[src/rtl/parity_frame_ctrl_if.sv]
// Parallel-in / serial-out bus for the parity frame controller.
// The master side is the producer and link monitor; the slave side is the controller.
interface parity_frame_ctrl_if #(
    parameter int WIDTH = 8
);
    logic [WIDTH-1:0] in_data;
    logic             in_valid;
    logic             in_ready;
    logic             odd_sel;
    logic             sout;
    logic             sout_valid;
    logic             sout_last;

    modport master (
        output in_data, in_valid, odd_sel,
        input  in_ready, sout, sout_valid, sout_last
    );

    modport slave (
        input  in_data, in_valid, odd_sel,
        output in_ready, sout, sout_valid, sout_last
    );
endinterface

[src/rtl/parity_frame_ctrl.sv]
// Serializes a parallel word LSB-first, appends an even/odd parity bit,
// tracks running parity and counts completed frames.
//
// state   | meaning
// --------+------------------------------------------------------------
// S_IDLE  | no frame in flight, serial outputs quiet, ready for a word
// S_SHIFT | data bits on sout, one per cycle, bit_cnt_q counts down
// S_PAR   | parity bit on sout (sout_last=1); may accept the next word
module parity_frame_ctrl #(
    parameter int WIDTH = 8,
    parameter int CNT_W = 16
) (
    input  logic               clk,
    input  logic               rst,
    parity_frame_ctrl_if.slave bus,
    input  logic               abort,
    output logic               par_acc,
    output logic [CNT_W-1:0]   frame_cnt
);
    localparam int BIT_W = (WIDTH > 1) ? $clog2(WIDTH) : 1;
    localparam logic [BIT_W-1:0] LAST_LOAD = BIT_W'(WIDTH - 1);

    typedef enum logic [1:0] {
        S_IDLE  = 2'd0,
        S_SHIFT = 2'd1,
        S_PAR   = 2'd2
    } state_t;

    state_t             state_q, state_d;
    logic [WIDTH-1:0]   sh_q, sh_d;
    logic               odd_q, odd_d;
    logic [BIT_W-1:0]   bit_cnt_q, bit_cnt_d;
    logic               sout_q, sout_d;
    logic               sout_valid_q, sout_valid_d;
    logic               sout_last_q, sout_last_d;
    logic               par_acc_q, par_acc_d;
    logic [CNT_W-1:0]   frame_cnt_q, frame_cnt_d;

    logic busy;
    logic kill;
    logic accept;

    assign bus.in_ready   = (state_q == S_IDLE) || (state_q == S_PAR);
    assign busy           = (state_q == S_SHIFT) || (state_q == S_PAR);
    // abort only matters mid-frame, and in PAR it wins over a pending word
    assign kill           = abort && busy;
    assign accept         = bus.in_valid && bus.in_ready && !kill;

    assign bus.sout       = sout_q;
    assign bus.sout_valid = sout_valid_q;
    assign bus.sout_last  = sout_last_q;
    assign par_acc        = par_acc_q;
    assign frame_cnt      = frame_cnt_q;

    always_ff @(posedge clk) begin
        if (rst) begin
            state_q      <= S_IDLE;
            sh_q         <= '0;
            odd_q        <= 1'b0;
            bit_cnt_q    <= '0;
            sout_q       <= 1'b0;
            sout_valid_q <= 1'b0;
            sout_last_q  <= 1'b0;
            par_acc_q    <= 1'b0;
            frame_cnt_q  <= '0;
        end else begin
            state_q      <= state_d;
            sh_q         <= sh_d;
            odd_q        <= odd_d;
            bit_cnt_q    <= bit_cnt_d;
            sout_q       <= sout_d;
            sout_valid_q <= sout_valid_d;
            sout_last_q  <= sout_last_d;
            par_acc_q    <= par_acc_d;
            frame_cnt_q  <= frame_cnt_d;
        end
    end

    always_comb begin
        state_d = state_q;
        case (state_q)
            S_IDLE:  if (accept) state_d = S_SHIFT;
            S_SHIFT: begin
                if (kill)                   state_d = S_IDLE;
                else if (bit_cnt_q == '0)   state_d = S_PAR;
            end
            S_PAR:   state_d = accept ? S_SHIFT : S_IDLE;
            default: state_d = S_IDLE;
        endcase
    end

    // Computes the registered serial outputs for the cycle after this edge.
    always_comb begin
        sh_d         = sh_q;
        odd_d        = odd_q;
        bit_cnt_d    = bit_cnt_q;
        par_acc_d    = par_acc_q;
        frame_cnt_d  = frame_cnt_q;
        sout_d       = 1'b0;
        sout_valid_d = 1'b0;
        sout_last_d  = 1'b0;
        case (state_q)
            S_SHIFT: begin
                if (kill) begin
                    par_acc_d = 1'b0;
                end else begin
                    // sh_q[0] is the bit currently on sout
                    par_acc_d    = par_acc_q ^ sh_q[0];
                    sh_d         = sh_q >> 1;
                    sout_valid_d = 1'b1;
                    if (bit_cnt_q == '0) begin
                        sout_d      = par_acc_q ^ sh_q[0] ^ odd_q;
                        sout_last_d = 1'b1;
                    end else begin
                        sout_d    = sh_q[1];
                        bit_cnt_d = bit_cnt_q - BIT_W'(1);
                    end
                end
            end
            S_PAR: begin
                if (kill) par_acc_d   = 1'b0;
                else      frame_cnt_d = frame_cnt_q + CNT_W'(1);
            end
            default: ;
        endcase
        if (accept) begin
            sh_d         = bus.in_data;
            odd_d        = bus.odd_sel;
            bit_cnt_d    = LAST_LOAD;
            par_acc_d    = 1'b0;
            sout_d       = bus.in_data[0];
            sout_valid_d = 1'b1;
        end
    end
endmodule

[src/flat_wrapper.sv]
// flat-port wrapper written by rule: the top's interface ports become plain ports
module parity_frame_ctrl_flat 
#(
    parameter int WIDTH = 8,
    parameter int CNT_W = 16
)
  (clk, rst, abort, par_acc, frame_cnt, bus_in_data, bus_in_valid, bus_odd_sel, bus_in_ready, bus_sout, bus_sout_valid, bus_sout_last);
  parity_frame_ctrl_if #(.WIDTH(WIDTH)) bus_i ();
  input  logic clk;
  input  logic rst;
  input  logic abort;
  output logic par_acc;
  output logic [CNT_W-1:0] frame_cnt;
  input wire logic [$bits(bus_i.in_data)-1:0] bus_in_data;
  input wire logic [$bits(bus_i.in_valid)-1:0] bus_in_valid;
  input wire logic [$bits(bus_i.odd_sel)-1:0] bus_odd_sel;
  output wire logic [$bits(bus_i.in_ready)-1:0] bus_in_ready;
  output wire logic [$bits(bus_i.sout)-1:0] bus_sout;
  output wire logic [$bits(bus_i.sout_valid)-1:0] bus_sout_valid;
  output wire logic [$bits(bus_i.sout_last)-1:0] bus_sout_last;
  assign bus_i.in_data = bus_in_data;
  assign bus_i.in_valid = bus_in_valid;
  assign bus_i.odd_sel = bus_odd_sel;
  assign bus_in_ready = bus_i.in_ready;
  assign bus_sout = bus_i.sout;
  assign bus_sout_valid = bus_i.sout_valid;
  assign bus_sout_last = bus_i.sout_last;
  parity_frame_ctrl #(.WIDTH(WIDTH), .CNT_W(CNT_W)) u_core (.clk(clk), .rst(rst), .bus(bus_i), .abort(abort), .par_acc(par_acc), .frame_cnt(frame_cnt));
endmodule
[config.mk]
export PLATFORM = sky130hd
export DESIGN_NAME = parity_frame_ctrl_flat
export DESIGN_NICKNAME = d
export VERILOG_FILES = /design/src/rtl/parity_frame_ctrl_if.sv /design/src/rtl/parity_frame_ctrl.sv /design/src/flat_wrapper.sv
export SDC_FILE = /design/constraint.sdc
export NUM_CORES = 1
export LEC_CHECK = 0
export BUFFER_PORTS_ARGS = -buffer_cell sky130_fd_sc_hd__buf_2
export CAP_MARGIN = 20
export CORE_MARGIN = 2
export CORE_UTILIZATION = 53
export DETAILED_ROUTE_END_ITERATION = 10
export PLACE_DENSITY = 0.82
export SYNTH_ARGS = -nofsm -noshare
export SYNTH_HDL_FRONTEND = slang
export SYNTH_SLANG_ARGS = --single-unit
[constraint.sdc]
create_clock -name clk -period 1.95 [get_ports clk]
set_input_delay 0.0975 -clock clk [delete_from_list [all_inputs] [get_ports clk]]
set_output_delay 0.0975 -clock clk [all_outputs]
set_load 0.02 [all_outputs]
# [Word level (Yosys, flattened, before mapping)]
# Index checks and enable logic that the tools add are counted.
[word_totals] out_inout_bits=21 elab_cells=62 reg_bits=34
[op_classes] reduce_logical=17 add_sub_neg=2 n_eq_ne=7 n_mux=23 bitwise=4
[op_table] op="2-to-1 mux 8 bit" count=3
[op_table] op="adder 16 x 1 -> 16 bit, second input constant" count=1
[op_table] op="2-to-1 mux 3 bit" count=4
[op_table] op="2-to-1 mux 1 bit" count=11
[op_table] op="AND reduction 2 bit" count=4
[op_table] op="2-to-1 mux 2 bit" count=3
[op_table] op="inequality test 2 x 1 -> 1 bit, second input constant" count=3
[op_table] op="case mux 2 bit (3 select lines)" count=1
[op_table] op="nonzero test 2 bit" count=2
[op_table] op="logical AND 1 bit" count=3
[op_table] op="zero test 3 bit" count=1
[op_table] op="inequality test 3 x 2 -> 1 bit, second input constant" count=1
[op_table] op="AND reduction 3 bit" count=1
[op_table] op="OR reduction 3 bit" count=1
[op_table] op="subtractor 3 x 1 -> 3 bit, second input constant" count=1
[op_table] op="== test 2 x 1 -> 1 bit, second input constant" count=1
[op_table] op="== test 2 bit, second input constant" count=1
[op_table] op="zero test 2 bit" count=1
[op_table] op="logical OR 1 bit" count=2
[op_table] op="inequality test 2 bit, second input constant" count=1
[op_table] op="inverter 1 bit" count=2
[op_table] op="case mux 1 bit (2 select lines)" count=1
[op_table] op="OR reduction 2 bit" count=1
[op_table] op="bitwise XOR 1 bit" count=2
[op_table] op="zero test 1 bit" count=1

# [Longest topological paths before layout]
[depth] depth_word=7 ltp_mapped=7

# [Least setup slack after synthesis]
# Ideal clock, no wire load.
[synth_path] kind="register to register" startpoint="register u_core.state_q[0]" endpoint="register u_core.bit_cnt_q[1]" stages_incl_launch_ff=8 arrival_time_ns=1.586 setup_ns=0.133 path_slack_ns=0.231 synth_period_minus_slack_ns=1.719 required_ns=1.817 cell_sequence="dfxtp_1 inv_1 ha_1 a21boi_0 clkbuf_1 nand3_1 o21ai_0 a21oi_1"
[synth_between] elab_chain_len=7 elab_cells_between_ends=14
[synth_lines] item="from (decl)" line_no="parity_frame_ctrl.sv:29" rtl="state_t state_q, state_d;"
[synth_lines] item="from (signal assigned)" line_no="parity_frame_ctrl.sv:67" rtl="state_q <= state_d;"
[synth_lines] item="== test 2 x 1 -> 1 bit or == test 2 bit (tied branches)" line_no="parity_frame_ctrl.sv:44, parity_frame_ctrl.sv:102, parity_frame_ctrl.sv:43"
[synth_lines] item="logical OR 1 bit" line_no="parity_frame_ctrl.sv:44" rtl="assign busy = (state_q == S_SHIFT) || (state_q == S_PAR);"
[synth_lines] item="logical AND 1 bit" line_no="parity_frame_ctrl.sv:46" rtl="assign kill = abort && busy;"
[synth_lines] item="zero test 1 bit" line_no="parity_frame_ctrl.sv:47" rtl="assign accept = bus.in_valid && bus.in_ready && !kill;"
[synth_lines] item="logical AND 1 bit" line_no="parity_frame_ctrl.sv:47"
[synth_lines] item="inequality test 2 bit (no line), or another cell as far along"
[synth_lines] item="AND reduction 3 bit (no line)"
[synth_lines] item="to (signal assigned)" line_no="parity_frame_ctrl.sv:70" rtl="bit_cnt_q <= bit_cnt_d;"
[synth_lines] item="to (decl)" line_no="parity_frame_ctrl.sv:32" rtl="logic [BIT_W-1:0] bit_cnt_q, bit_cnt_d;"
# Several ways; a longest one is shown, not always the timed one.
# A chain may end at the register's enable or synchronous reset.

# [Worst setup path in the final report]
[layout_path] startpoint="register u_core.state_q[0]" endpoint="register u_core.frame_cnt_q[15], in the netlist u_core.frame_cnt[15]"
[layout_between] elab_chain_len=5 elab_cells_between_ends=6
[layout_lines] item="== test 2 x 1 -> 1 bit or == test 2 bit (tied branches)" line_no="parity_frame_ctrl.sv:44, parity_frame_ctrl.sv:102"
[layout_lines] item="logical OR 1 bit" line_no="parity_frame_ctrl.sv:44"
[layout_lines] item="logical AND 1 bit" line_no="parity_frame_ctrl.sv:46"
[layout_lines] item="inverter 1 bit (no line)"
[layout_lines] item="AND reduction 2 bit (no line) *"
[layout_lines] item="to (signal assigned)" line_no="parity_frame_ctrl.sv:75" rtl="frame_cnt_q <= frame_cnt_d;"
[layout_lines] item="to (decl)" line_no="parity_frame_ctrl.sv:37" rtl="logic [CNT_W-1:0] frame_cnt_q, frame_cnt_d;"
# Every way passes the cells marked *; elsewhere a longest branch is shown, timed or not.

==> run summary <==
Total track usage = 21.9%
R2r setup slk = 140 ps
Critical path launch point type = register
Pre-antenna DRT Iters = 7
Yosys cell types = 39
Max Transition Viols Final = 0
Worst min-delay path class = primary input to register
Layout cells sized above 1 = 23.5%
RSZ-0062 raised after global routing = false
Mapped Nets = 199
Die H = 59.0 µm
Power per cell area = 885 mW/mm²
Worst VDD drop = 0.600 mV
Clock transition at path regs = 100 ps
Ys async rst share = 0%
Worst Skew = 4.02 ps
Critical path buffers and inverters = 1
Area grow syn2layout = 16.4%
Seq cells post-synth = 34
Initial core utilization = 57.1%
IO Pins = 34
Final core occ = 66.5%
Slew headroom = 61.2%
Clk root buf = clkbuf_4
Residual DRC = 4
Reg2reg end = u_core.frame_cnt[15]$_SDFFE_PP0P_
Worst-margin pin slew = 582 ps
Full die area = 0.00348 mm²
Setup TNS = 0 ps
Clk sink count = 34
First-pass GRT wire length = 5710 µm
RePlAce Congestion = 0.778
Fillers = 236
Hold Path Origin = bus_in_data[7]
WL per Instance = 13.0 µm
Syn avg cell area = 8.95 µm²
Leakage = 0.803 nW
Run status = finished with violations
Routed Wire Length = 3230 µm
Final Net Count = 236
Synth warnings = 0
Vias in the first global route = 1298
Clock latency on the worst-skew pair = 340 ps
Failing checks = DRC
Final hold violation count = 0
Initial DRC Count = 81
WP data arrival = 2070 ps
CTS H-tree lvls = 2
Hold Path End = u_core.sh_q[7]$_SDFFE_PP0P_
Final ANT Viol Nets = 0
TritonCTS clock tree = yes
Largest net degree at the start of global routing = 35
DR vias = 1374
Required time of the worst setup path = 2220 ps
R2R Path Start = u_core.state_q[0]$_SDFFE_PP0P_
Tcrit/Tclk final = 92.7%
Antenna diode count = 0
Synth Cell Area = 0.00160 mm²
Total congestion overflow = 0
Hold path depth = 3
Hpwl dp = 2330 µm
Crit end category = register
Final setup violation count = 0
TritonCTS Buffers = 5
Register area share after synthesis = 42.5%
Critical Path Max Stage Delay = 480 ps
CP delay by family, top = simple AND/OR/NAND/NOR gates
Rows = 19
Fin crit period = 1810 ps
Worst-path cell chain = inv_1, ha_1, and4b_1, nand3_4, or4_1, a21oi_1
Initial antenna violation count = 0
Achievable frequency = 0.553 GHz
Port Buffers = 33
Setup WS post-layout = 143 ps
Vias per cell = 5.54
Core ar. = 0.00281 mm²
Synth Instances = 179
Pre-CTS setup slack = 163 ps
Number of synthesized flops with an enable pin = 0
Top FF cell, synth = dfxtp_1
Slowest cell on crit path = or4_1
WS Path Type = register to register
Crit Path Max Fanout = 7
Max Cap Viol = 0
Largest buffer count on any clock path = 2
Reg2Reg Depth = 6
Die X = 59.0 µm
-- through the flow --
step	std cells	hold WS, ps	instance area, µm²	power, mW
after global routing	248	15.1	1870	1.77
final	248	17.7	1870	1.65
after detailed placement	236	351	1770	1.24
after global placement	236	347	1770	1.21
after CTS	245	10.0	1840	1.64
after floorplan	179	233	1600	1.12
-- worst max path at each step --
stage	start	endpoint	slack, ps	cells after the start
3_5_place_dp	u_core.state_q[1]$_SDFFE_PP0P_	u_core.state_q[1]$_SDFFE_PP0P_	160	7
6_report	u_core.state_q[0]$_SDFFE_PP0P_	u_core.frame_cnt[15]$_SDFFE_PP0P_	140	6
4_1_cts	u_core.state_q[0]$_SDFFE_PP0P_	u_core.frame_cnt[15]$_SDFFE_PP0P_	140	6
5_1_grt	u_core.state_q[0]$_SDFFE_PP0P_	u_core.frame_cnt[15]$_SDFFE_PP0P_	30	6
3_3_place_gp	u_core.state_q[0]$_SDFFE_PP0P_	u_core.frame_cnt[15]$_SDFFE_PP0P_	260	6
2_1_floorplan	u_core.state_q[0]$_SDFFE_PP0P_	u_core.bit_cnt_q[1]$_SDFFE_PP0P_	230	7
-- timing repair --
action                                  4_1_cts  5_1_grt
resized for setup                             0        1
endpoints found under the hold margin         1        0
endpoints found under the setup margin        0        3
buffers inserted                              0        3
hold buffers                                  1        0
-- area by class of cell --
class	instances	area, µm²	share of cell area, %
clock buffers	7	55.1	2.95
clock inverters	1	5.00	0.268
inverters	5	18.8	1.01
multi-input cells	131	855	45.8
flip-flops and latches	34	681	36.5
well taps	31	38.8	2.08
repair buffers	39	213	11.4
-- logic make-up (layout without fill, tap and decap cells) --
group / Yosys count / after routing / share of synthesized area, %
adders and majority gates: 7 / 7 / 5.46
and+or+nand+nor: 79 / 79 / 25.8
xor gates and xnor gates: 16 / 16 / 9.68
muxes: 3 / 3 / 1.95
buffers and inverters: 14 / 52 / 4.53
DFF: 34 / 34 / 42.5
AOI/OAI and AO/OA: 26 / 26 / 10.1
-- layout by cell type, fill, tap and decap left out, types with 3 or more instances in the layout --
cell,count
buf_2,33
xor2_1,12
a21oi_1,7
nand3_1,12
buf_4,5
nand4_1,7
and2_1,3
nand2_1,22
ha_1,7
clkbuf_4,5
dfxtp_1,34
a31oi_1,7
nor2b_1,4
xnor2_1,3
nor2_1,17
and4b_1,3
inv_1,5
o21ai_0,3
-- Yosys cell counts (2+ instances only) --
cell      instances  area share [%]
dfxtp_1          34              42
nand2_1          22             5.2
nor2_1           17             4.0
nand3_1          12             3.7
xor2_1           12             6.6
a21oi_1           7             2.2
a31oi_1           7             2.7
ha_1              7             5.5
nand4_1           7             2.7
clkbuf_1          6             1.4
inv_1             5             1.2
nor2b_1           4             1.6
a22oi_1           3             1.4
and2_1            3             1.2
and4b_1           3             1.9
o21ai_0           3            0.94
xnor2_1           3             1.6
mux2i_1           2             1.2
nor3b_1           2            0.94
-- per-layer routing --
layer  up-vias  track usage [%]  share of wire (%)
met5         -                0                  0
met4         0             7.47                1.6
met3         7             7.42                5.2
met2        35             39.4                 51
met1       640             24.0                 42
li1        692                -                  -
-- registers in the layout, indices dropped and copies added (netlist names) --
register,count
u_core.odd_q,1
u_core.par_acc,1
u_core.state_q,2
u_core.frame_cnt,16
u_core.sh_q,8
u_core.bus.sout_last,1
u_core.bus.sout_valid,1
u_core.bus.sout,1
u_core.bit_cnt_q,3
-- report_power, final --
| part | switching, mW | total, mW | internal [mW] | leakage [nW] |
|---|---|---|---|---|
| Sequential | 0.0423 | 0.800 | 0.758 | 0.277 |
| Clock | 0.224 | 0.399 | 0.175 | 0.0353 |
| Combinational | 0.254 | 0.452 | 0.198 | 0.491 |
| Total | 0.521 | 1.65 | 1.13 | 0.803 |
-- worst register-to-register path, stage by stage (launching register included) --
cell and delay [ps]:
dfxtp_1 350, inv_1 110, ha_1 250, and4b_1 280, nand3_4 110, or4_1 480, a21oi_1 160
(Power assumes the default switching activity.)
